$ cat config.mk
export PLATFORM = sky130hd
export DESIGN_NAME = score_counter
export DESIGN_NICKNAME = d
export VERILOG_FILES = /design/src/rtl/score_counter.sv
export SDC_FILE = /design/constraint.sdc
export NUM_CORES = 1
export LEC_CHECK = 0
export BUFFER_PORTS_ARGS = -buffer_cell sky130_fd_sc_hd__buf_2
export CORE_UTILIZATION = 45
export CTS_BUF_LIST = sky130_fd_sc_hd__clkbuf_4 sky130_fd_sc_hd__clkbuf_8
export CTS_CLUSTER_SIZE = 24
export DETAILED_ROUTE_END_ITERATION = 12
export SYNTH_ARGS = -nofsm -noshare
export SYNTH_HDL_FRONTEND = slang
export SYNTH_SLANG_ARGS = --single-unit
export TNS_END_PERCENT = 1
$ cat constraint.sdc
create_clock -name clk -period 3.55 [get_ports clk]
set_input_delay 0.71 -clock clk [delete_from_list [all_inputs] [get_ports clk]]
set_output_delay 0.71 -clock clk [all_outputs]
set_load 0.02 [all_outputs]
$ cat src/rtl/score_counter.sv
// rtl/score_counter.sv - dinosaur-runner score generator (play FSM, prescaled score, level, milestone; optional macro HISCORE_EN adds hiscore)
module score_counter #(
    parameter int SCORE_W   = 13,
    parameter int TICK_DIV  = 500000,
    parameter int MAX_SCORE = 6399,
    parameter int MILESTONE = 100
) (
    input  logic               clk,
    input  logic               rst_n,
    input  logic               start,
    input  logic               hit,
    output logic [SCORE_W-1:0] score,
    output logic [1:0]         state,
    output logic [2:0]         level,
    output logic               milestone
`ifdef HISCORE_EN
    ,
    output logic [SCORE_W-1:0] hiscore
`endif
);

    localparam int LEVEL_STEP = 800;
    localparam int PRE_W      = (TICK_DIV > 1) ? $clog2(TICK_DIV) : 1;
    localparam int MS_W       = (MILESTONE > 1) ? $clog2(MILESTONE) : 1;
    localparam int LVL_W      = $clog2(LEVEL_STEP);

    localparam logic [PRE_W-1:0]   PRE_LAST  = PRE_W'(TICK_DIV - 1);
    localparam logic [MS_W-1:0]    MS_LAST   = MS_W'(MILESTONE - 1);
    localparam logic [LVL_W-1:0]   LVL_LAST  = LVL_W'(LEVEL_STEP - 1);
    localparam logic [SCORE_W-1:0] SCORE_MAX = SCORE_W'(MAX_SCORE);

    typedef enum logic [1:0] {
        ST_IDLE = 2'd0,
        ST_RUN  = 2'd1,
        ST_OVER = 2'd2
    } play_state_t;

    play_state_t      play_state;
    logic [PRE_W-1:0] pre_cnt;
    // ms_cnt and lvl_cnt shadow score modulo MILESTONE and modulo 800, so
    // neither output needs a divider on the score bus.
    logic [MS_W-1:0]  ms_cnt;
    logic [LVL_W-1:0] lvl_cnt;
    // Set on the edge the score lands on a milestone value; milestone follows one edge later.
    logic             ms_pend;
    logic             tick;
    logic             can_inc;

    assign tick    = (play_state == ST_RUN) && (pre_cnt == PRE_LAST);
    assign can_inc = (score < SCORE_MAX);
    assign state   = play_state;

    // Play FSM with prescaler, saturating score, level and milestone tracking.
    always_ff @(posedge clk or negedge rst_n) begin
        if (!rst_n) begin
            play_state <= ST_IDLE;
            pre_cnt    <= '0;
            score      <= '0;
            ms_cnt     <= '0;
            lvl_cnt    <= '0;
            level      <= 3'd0;
            ms_pend    <= 1'b0;
            milestone  <= 1'b0;
`ifdef HISCORE_EN
            hiscore    <= '0;
`endif
        end else begin
            ms_pend   <= 1'b0;
            milestone <= ms_pend;
            case (play_state)
                ST_IDLE, ST_OVER: begin
                    // start beats a simultaneous hit; a restart clears the game
                    if (start) begin
                        play_state <= ST_RUN;
                        pre_cnt    <= '0;
                        score      <= '0;
                        ms_cnt     <= '0;
                        lvl_cnt    <= '0;
                        level      <= 3'd0;
                    end
                end
                ST_RUN: begin
                    if (hit) begin
                        // a tick coinciding with the collision is dropped
                        play_state <= ST_OVER;
                        pre_cnt    <= '0;
`ifdef HISCORE_EN
                        if (score > hiscore) begin
                            hiscore <= score;
                        end
`endif
                    end else begin
                        pre_cnt <= tick ? '0 : pre_cnt + 1'b1;
                        if (tick && can_inc) begin
                            score   <= score + 1'b1;
                            ms_pend <= (ms_cnt == MS_LAST);
                            ms_cnt  <= (ms_cnt == MS_LAST) ? '0 : ms_cnt + 1'b1;
                            if (lvl_cnt == LVL_LAST) begin
                                lvl_cnt <= '0;
                                if (level != 3'd7) begin
                                    level <= level + 3'd1;
                                end
                            end else begin
                                lvl_cnt <= lvl_cnt + 1'b1;
                            end
                        end
                    end
                end
                default: begin
                    play_state <= ST_IDLE;
                    pre_cnt    <= '0;
                end
            endcase
        end
    end

endmodule

==> impl_metrics.xml, run 1 <==
<?xml version="1.0" encoding="UTF-8"?>
<metrics>
  <group name="outcome">
    <metric name="result_of_the_run" unit="">finished, violations left</metric>
    <metric name="violations" unit="">DRC</metric>
  </group>
  <group name="placement">
    <metric name="hpwl" unit="um">4410</metric>
    <metric name="gp_congestion" unit="">0.731</metric>
    <metric name="place.port_buffers" unit="">22</metric>
    <metric name="post-place-cells" unit="">413</metric>
    <metric name="post_dp_cell_area" unit="um^2">3200</metric>
  </group>
  <group name="yosys">
    <metric name="synthTopCellsByArea" unit="">sky130_fd_sc_hd__dfrtp_1 46%, sky130_fd_sc_hd__nand3_1 4.5%, sky130_fd_sc_hd__a31oi_1 3.9%, sky130_fd_sc_hd__nand2_1 3.5%, sky130_fd_sc_hd__nor2_1 3.5%</metric>
    <metric name="yosys_register_bits" unit="">56</metric>
    <metric name="synth-edff-count" unit="">0</metric>
    <metric name="synthesis.nets" unit="">332</metric>
    <metric name="synth_largest_type_area_fraction" unit="%">46.2</metric>
    <metric name="yosysSeqAreaShare" unit="%">46.2</metric>
    <metric name="synthesis.instances" unit="">322</metric>
    <metric name="ffs_w_async_s_r_synth" unit="%">100</metric>
    <metric name="synth.distinct_cells" unit="">52</metric>
    <metric name="synth_top_flop_cell" unit="">sky130_fd_sc_hd__dfrtp_1</metric>
    <metric name="synth_largest_area_cell" unit="">sky130_fd_sc_hd__dfrtp_1</metric>
    <metric name="ys.warnings.count" unit="">0</metric>
    <metric name="post_synth_instance_area" unit="um^2">3040</metric>
    <metric name="synth_area_per_cell" unit="um^2">9.43</metric>
  </group>
  <group name="worst_setup_path">
    <metric name="crit_path_slowest_cell" unit="">sky130_fd_sc_hd__nor4bb_1</metric>
    <metric name="worst-endpoint-required" unit="ns">3.72</metric>
    <metric name="reg2reg_setup_slack" unit="ns">1.21</metric>
    <metric name="critPathMaxFanout" unit="">13</metric>
    <metric name="critical_path_buf_inv_count" unit="">0</metric>
    <metric name="critical_path.cell_chain" unit="">ha_1 -&gt; nand4_1 -&gt; nor4bb_1 -&gt; a21oi_2 -&gt; nor2_2 -&gt; nor2_1</metric>
    <metric name="cp_top_family" unit="">simple AND/OR/NAND/NOR gates</metric>
    <metric name="worstSetupPathType" unit="">register to register</metric>
    <metric name="worst-endpoint-arrival" unit="ns">2.51</metric>
    <metric name="critical_path.endpoint_type" unit="">register</metric>
    <metric name="slowest_delay" unit="ns">0.53</metric>
    <metric name="start_kind" unit="">register</metric>
  </group>
  <group name="timing">
    <metric name="timing.slew.headroom" unit="%">31.1</metric>
    <metric name="max_freq" unit="GHz">0.427</metric>
    <metric name="tns" unit="ns">0</metric>
    <metric name="fin_crit_sh" unit="%">66.0</metric>
    <metric name="tightestPinTransition" unit="ns">1.03</metric>
    <metric name="worst_clock_skew" unit="ns">0.00841</metric>
    <metric name="grt_setup_unrepaired" unit="">false</metric>
    <metric name="final.min_clock_period" unit="ns">2.34</metric>
    <metric name="number_of_hold_violations_in_the_final_report" unit="">0</metric>
    <metric name="slew_viol_final" unit="">0</metric>
    <metric name="setup_viol_count_final" unit="">0</metric>
  </group>
  <group name="worst_hold_path">
    <metric name="timing.hold.worst.class" unit="">register to register</metric>
  </group>
  <group name="power">
    <metric name="switching_power_total" unit="mW">0.363</metric>
    <metric name="clock_power_share" unit="%">26.2</metric>
    <metric name="static-leakage-power" unit="nW">1.49</metric>
    <metric name="max-vdd-ir-drop" unit="mV">0.180</metric>
    <metric name="power.density" unit="nW/um^2">371</metric>
    <metric name="comb_power_share" unit="%">16.2</metric>
    <metric name="internal_power" unit="mW">0.852</metric>
    <metric name="power.share.switching" unit="%">29.9</metric>
    <metric name="finalPower" unit="mW">1.22</metric>
    <metric name="seq_power_share" unit="%">57.6</metric>
  </group>
  <group name="final_layout">
    <metric name="final_design_instance_area_without_fill" unit="um^2">3270</metric>
    <metric name="number_of_diodes_added_for_antenna_fixing" unit="">0</metric>
    <metric name="final_nets" unit="">353</metric>
    <metric name="layout_utilization" unit="%">50.9</metric>
    <metric name="flow.area_growth_from_synthesis" unit="%">7.79</metric>
    <metric name="final_cell_count_no_fill" unit="">418</metric>
    <metric name="post_route_cells_drive_above_1_share" unit="%">13.5</metric>
  </group>
  <group name="global_routing">
    <metric name="largest_net_degree_at_the_start_of_global_routing" unit="">46</metric>
    <metric name="grt_usage" unit="%">19.9</metric>
    <metric name="antenna_violations_before_repair" unit="">0</metric>
    <metric name="grt_remaining_overflow" unit="">0</metric>
    <metric name="grt_first_pass_wirelength" unit="um">11400</metric>
    <metric name="first_global_vias" unit="">2395</metric>
  </group>
  <group name="cts">
    <metric name="cts_root_buffer" unit="">sky130_fd_sc_hd__clkbuf_8</metric>
    <metric name="cts.sinks" unit="">56</metric>
    <metric name="postCtsSetupRepairBufs" unit="">0</metric>
    <metric name="post_cts_resize_count" unit="">0</metric>
    <metric name="tritoncts.num_buffers" unit="">5</metric>
    <metric name="htree_levels" unit="">2</metric>
    <metric name="worst_skew_pair.late_latency" unit="ns">0.31</metric>
    <metric name="cts_tree" unit="">built</metric>
    <metric name="hold_buffers" unit="">0</metric>
    <metric name="max-clock-path-buffers" unit="">2</metric>
    <metric name="clkTransAtPathRegs" unit="ns">0.09</metric>
  </group>
  <group name="routing">
    <metric name="wirelength_met1" unit="um">3210</metric>
    <metric name="highest_layer" unit="">met4</metric>
    <metric name="routedWlPerCell" unit="um">15.5</metric>
    <metric name="postRouteAntennaNets" unit="">0</metric>
    <metric name="route.detailed.vias_per_inst" unit="">5.88</metric>
    <metric name="remaining_drc_errors" unit="">6</metric>
    <metric name="routed-wl-met2" unit="um">3040</metric>
    <metric name="drtPass1Iterations" unit="">8</metric>
    <metric name="route.met3.wl" unit="um">156</metric>
    <metric name="drt-initial-drc-count" unit="">114</metric>
    <metric name="route.vias.total" unit="">2456</metric>
    <metric name="routed_wl" unit="um">6480</metric>
  </group>
  <group name="floorplan">
    <metric name="placement_rows" unit="">29</metric>
    <metric name="fp.dieH" unit="um">84.1</metric>
    <metric name="floorplan.die.width" unit="um">84.1</metric>
    <metric name="floorplan.initialDensity" unit="%">47.3</metric>
    <metric name="die_area" unit="um^2">7080</metric>
    <metric name="design.portCount" unit="">23</metric>
    <metric name="coreArea" unit="um^2">6420</metric>
  </group>
  <group name="flow_run">
    <metric name="max-cap-violations" unit="">0</metric>
  </group>
</metrics>
==> power groups by stage <==
stage | Clock (mW) | Sequential (mW) | Combinational [mW]
after global placement | 0 | 0.710 | 0.195
after CTS | 0.334 | 0.699 | 0.198
after floorplan | 0 | 0.705 | 0.143
after global routing | 0.354 | 0.705 | 0.224
final | 0.319 | 0.700 | 0.197
after detailed placement | 0 | 0.711 | 0.198
==> registers in the layout (all words and copies together) (netlist names) <==
| signal | cells |
|---|---|
| ms_cnt | 7 |
| score | 13 |
| pre_cnt | 19 |
| level | 3 |
| ms_pend | 1 |
| lvl_cnt | 10 |
| milestone | 1 |
| state | 2 |
==> cells in the mapped netlist (2+ instances only) <==
cell                        n
sky130_fd_sc_hd__dfrtp_1   56
sky130_fd_sc_hd__nand2_1   28
sky130_fd_sc_hd__nor2_1    28
sky130_fd_sc_hd__nand3_1   27
sky130_fd_sc_hd__a31oi_1   19
sky130_fd_sc_hd__o21ai_0   17
sky130_fd_sc_hd__and3_1    16
sky130_fd_sc_hd__a21oi_1   15
sky130_fd_sc_hd__inv_1      8
sky130_fd_sc_hd__xor2_1     8
sky130_fd_sc_hd__nand4_1    7
sky130_fd_sc_hd__ha_1       6
sky130_fd_sc_hd__nand2b_1   6
sky130_fd_sc_hd__nor3_1     6
sky130_fd_sc_hd__clkbuf_1   5
sky130_fd_sc_hd__o21a_1     5
sky130_fd_sc_hd__xnor2_1    5
sky130_fd_sc_hd__buf_2      4
sky130_fd_sc_hd__a21o_1     3
sky130_fd_sc_hd__a22o_1     3
sky130_fd_sc_hd__a41oi_1    3
sky130_fd_sc_hd__and4_1     3
sky130_fd_sc_hd__nand3b_1   3
sky130_fd_sc_hd__a21boi_0   2
sky130_fd_sc_hd__and2_1     2
sky130_fd_sc_hd__buf_6      2
sky130_fd_sc_hd__nor2b_1    2
sky130_fd_sc_hd__nor4_1     2
sky130_fd_sc_hd__nor4b_1    2
sky130_fd_sc_hd__o21ba_2    2
sky130_fd_sc_hd__o22ai_1    2
sky130_fd_sc_hd__o311ai_0   2
sky130_fd_sc_hd__o41ai_1    2
sky130_fd_sc_hd__or2_2      2
sky130_fd_sc_hd__or3_1      2
==> logic make-up (layout without fill, tap and decap cells) <==
kind of cell	Yosys count	count (layout)	share of synthesized area, %
mux	1	1	0.371
compound gates	83	83	18.7
flops	56	56	46.2
xor+xnor	13	13	3.75
fa+ha+maj	6	6	2.47
simple gates	143	143	25.3
buf+inv	20	39	3.26
==> final timing paths <==
| path | end | start | depth (start not counted) |
|---|---|---|---|
| max | pre_cnt[18] | pre_cnt[0] | 6 |
| min | milestone | ms_pend | 0 |
| max reg2reg | pre_cnt[18] | pre_cnt[0] | 6 |
| min reg2reg | milestone | ms_pend | 0 |
| max in group asynchronous | pre_cnt[11] | rst_n | 2 |
| min in group asynchronous | milestone | rst_n | 1 |
==> layout make-up <==
type	instances	area [um^2]
multi-input combinational	246	1540
fill	595	3150
clock buffer	5	68.8
timing repair buffer	26	140
inverter	8	30.0
sequential	56	1400
tap	77	96.3
==> stage by stage <==
stage / worst slack (ns) / hold WS (ns)
floorplan: 1.64 / 0.331
global route: 0.952 / 0.386
global placement: 1.20 / 0.339
finish: 1.21 / 0.363
CTS: 1.17 / 0.366
detailed placement: 1.19 / 0.343
==> cell usage in the layout, fill, tap and decap left out, drive strengths merged, types with 2 or more instances in the layout <==
cell / n
a21boi: 2
a21o: 3
a21oi: 16
a22o: 3
a31oi: 20
a41oi: 3
and2: 2
and3: 16
and4: 3
buf: 26
clkbuf: 5
dfrtp: 56
ha: 6
inv: 8
nand2: 28
nand2b: 6
nand3: 27
nand3b: 3
nand4: 7
nor2: 29
nor2b: 2
nor3: 7
nor4: 2
nor4b: 3
o21a: 5
o21ai: 17
o21ba: 2
o22ai: 2
o311ai: 2
o41ai: 2
or2: 2
or3: 3
xnor2: 5
xor2: 8
==> layer usage <==
metal | global-route usage, % | up-vias
met4 | 5.49 | 0
met5 | 0 | -
li1 | - | 1226
met3 | 3.34 | 6
met1 | 26.8 | 1185
met2 | 33.2 | 39
Note: power is estimated with default switching activity, not from simulation.
==> inputs of run 2 (changes only) <==
- clock period: 3.55 -> 2 ns (I/O delays scaled with it)
==> impl_metrics.xml, run 2 (synthesized netlist as in run 1, its figures left out) <==
<?xml version="1.0" encoding="UTF-8"?>
<metrics>
  <group name="final_layout">
    <metric name="final_nets" unit="">383</metric>
    <metric name="final_cell_count_no_fill" unit="">451</metric>
    <metric name="mostFrequentLayoutCell" unit="">sky130_fd_sc_hd__dfrtp_1</metric>
    <metric name="regMostFlops" unit="">pre_cnt</metric>
    <metric name="post_route_cells_drive_above_1_share" unit="%">22.7</metric>
    <metric name="final_design_instance_area_without_fill" unit="um^2">3640</metric>
    <metric name="layout_utilization" unit="%">56.7</metric>
    <metric name="commonest_non_fill_non_tap_cells_in_the_layout" unit="">56 x sky130_fd_sc_hd__dfrtp_1, 32 x sky130_fd_sc_hd__buf_4, 28 x sky130_fd_sc_hd__nand2_1</metric>
    <metric name="layout.filler_cells" unit="">571</metric>
    <metric name="biggestRegsByFlops" unit="">pre_cnt: 19 flops, score: 13 flops, lvl_cnt: 10 flops</metric>
    <metric name="flow.area_growth_from_synthesis" unit="%">19.9</metric>
    <metric name="number_of_diodes_added_for_antenna_fixing" unit="">0</metric>
    <metric name="largest_register_ffs" unit="">19</metric>
  </group>
  <group name="cts">
    <metric name="worst_skew_pair.late_latency" unit="ns">0.31</metric>
    <metric name="postCtsSetupRepairBufs" unit="">0</metric>
    <metric name="clkTransAtPathRegs" unit="ns">0.10</metric>
    <metric name="cts_root_buffer" unit="">sky130_fd_sc_hd__clkbuf_8</metric>
    <metric name="cts.sinks" unit="">56</metric>
    <metric name="cts_tree" unit="">built</metric>
    <metric name="htree_levels" unit="">2</metric>
    <metric name="max-clock-path-buffers" unit="">2</metric>
    <metric name="tritoncts.num_buffers" unit="">5</metric>
  </group>
  <group name="global_routing">
    <metric name="largest_net_degree_at_the_start_of_global_routing" unit="">57</metric>
    <metric name="antenna_violations_before_repair" unit="">0</metric>
    <metric name="first_global_vias" unit="">2524</metric>
    <metric name="grt_usage" unit="%">21.5</metric>
    <metric name="grt_first_pass_wirelength" unit="um">12100</metric>
    <metric name="grt_remaining_overflow" unit="">0</metric>
  </group>
  <group name="placement">
    <metric name="gp_congestion" unit="">0.783</metric>
    <metric name="preCtsSetupSlack" unit="ns">-0.0625</metric>
    <metric name="post-place-cells" unit="">443</metric>
    <metric name="hpwl" unit="um">4820</metric>
    <metric name="place.port_buffers" unit="">22</metric>
    <metric name="post_dp_cell_area" unit="um^2">3450</metric>
  </group>
  <group name="timing">
    <metric name="setup_viol_count_final" unit="">0</metric>
    <metric name="grt_setup_unrepaired" unit="">true</metric>
    <metric name="timing.final.ws_setup" unit="ns">0.0256</metric>
    <metric name="tightestPinTransition" unit="ns">0.460</metric>
    <metric name="fin_crit_sh" unit="%">98.7</metric>
    <metric name="number_of_hold_violations_in_the_final_report" unit="">0</metric>
    <metric name="slew_viol_final" unit="">0</metric>
    <metric name="max_freq" unit="GHz">0.506</metric>
    <metric name="tns" unit="ns">0</metric>
    <metric name="finalHoldWorstSlack" unit="ns">0.0551</metric>
    <metric name="final.min_clock_period" unit="ns">1.97</metric>
    <metric name="worst_clock_skew" unit="ns">0.00518</metric>
    <metric name="timing.slew.headroom" unit="%">69.2</metric>
  </group>
  <group name="worst_hold_path">
    <metric name="timing.hold.worst.class" unit="">input pin to async pin</metric>
  </group>
  <group name="power">
    <metric name="max-vdd-ir-drop" unit="mV">0.425</metric>
    <metric name="finalPower" unit="mW">2.51</metric>
    <metric name="power.density" unit="nW/um^2">690</metric>
    <metric name="static-leakage-power" unit="nW">1.70</metric>
  </group>
  <group name="floorplan">
    <metric name="design.portCount" unit="">23</metric>
    <metric name="floorplan.initialDensity" unit="%">47.3</metric>
    <metric name="fp.dieH" unit="um">84.1</metric>
    <metric name="placement_rows" unit="">29</metric>
    <metric name="die_area" unit="um^2">7080</metric>
    <metric name="floorplan.die.width" unit="um">84.1</metric>
    <metric name="coreArea" unit="um^2">6420</metric>
  </group>
  <group name="routing">
    <metric name="postRouteAntennaNets" unit="">0</metric>
    <metric name="drt-initial-drc-count" unit="">138</metric>
    <metric name="drtPass1Iterations" unit="">8</metric>
    <metric name="routed_wl" unit="um">6960</metric>
    <metric name="routedWlPerCell" unit="um">15.4</metric>
    <metric name="route.detailed.vias_per_inst" unit="">5.86</metric>
    <metric name="route.vias.total" unit="">2644</metric>
    <metric name="remaining_drc_errors" unit="">6</metric>
  </group>
  <group name="worst_setup_path">
    <metric name="critPathMaxFanout" unit="">11</metric>
    <metric name="worstSetupPathType" unit="">register to register</metric>
    <metric name="critical_path_buf_inv_count" unit="">0</metric>
    <metric name="critical_path.endpoint_type" unit="">register</metric>
    <metric name="worst-endpoint-arrival" unit="ns">2.18</metric>
    <metric name="start_kind" unit="">register</metric>
    <metric name="critical_path.cell_chain" unit="">or4_4 -&gt; nor4b_4 -&gt; a21oi_4 -&gt; a21o_1 -&gt; a22o_1</metric>
    <metric name="slowest_delay" unit="ns">0.56</metric>
    <metric name="crit_path_slowest_cell" unit="">sky130_fd_sc_hd__or4_4</metric>
    <metric name="worst-endpoint-required" unit="ns">2.21</metric>
    <metric name="cp_top_family" unit="">simple AND/OR/NAND/NOR gates</metric>
  </group>
  <group name="flow_run">
    <metric name="max-cap-violations" unit="">0</metric>
  </group>
  <group name="outcome">
    <metric name="violations" unit="">DRC</metric>
    <metric name="result_of_the_run" unit="">finished, violations left</metric>
  </group>
</metrics>
## run 2: worst register-to-register path, delay by kind of cell (launching register included)
kind	cells	cell delay [ns]
AOI/OAI and AO/OA	3	0.53
DFF	1	0.44
and+or+nand+nor	2	0.89
## run 2: final timing paths
path / cells past startpoint / to / start / slack (ns)
worst max register to register: 5 / pre_cnt[4] / pre_cnt[11] / 0.03
max in group asynchronous: 2 / lvl_cnt[5] / rst_n / 1.67
min in group clk: 2 / state[1] / start / 0.34
worst min-delay path: 2 / score[6] / rst_n / 0.06
worst min register to register: 0 / milestone / ms_pend / 0.36
worst max-delay path: 5 / pre_cnt[4] / pre_cnt[11] / 0.03
## run 2: layer usage
metal,vias to the layer above,GRT usage [%],routed length [um]
met5,-,0,0
met4,0,7.05,77
met3,7,4.03,290
met2,56,35.5,3350
met1,1291,28.7,3240
li1,1290,-,-
## run 2: power by group
group          total [mW]  internal (mW)  switching [mW]
clock               0.812          0.442           0.370
sequential           1.23           1.18          0.0508
combinational       0.471          0.186           0.285
## run 2: repair_timing
action                                  CTS  global route
endpoints found under the setup margin   18            34
hold buffers                              0             0
pin swaps                                 0             3
resized for setup                         2             8
cloned                                    0             0
## run 2: cell type report
class	count	area [um^2]	share of cell area, %
repair buffers	56	390	10.7
flip-flops and latches	56	1400	38.5
inverters	8	30.0	0.825
clock buffers	7	96.3	2.65
clock inverters	1	30.0	0.825
well taps	77	96.3	2.65
multi-input cells	246	1600	43.8
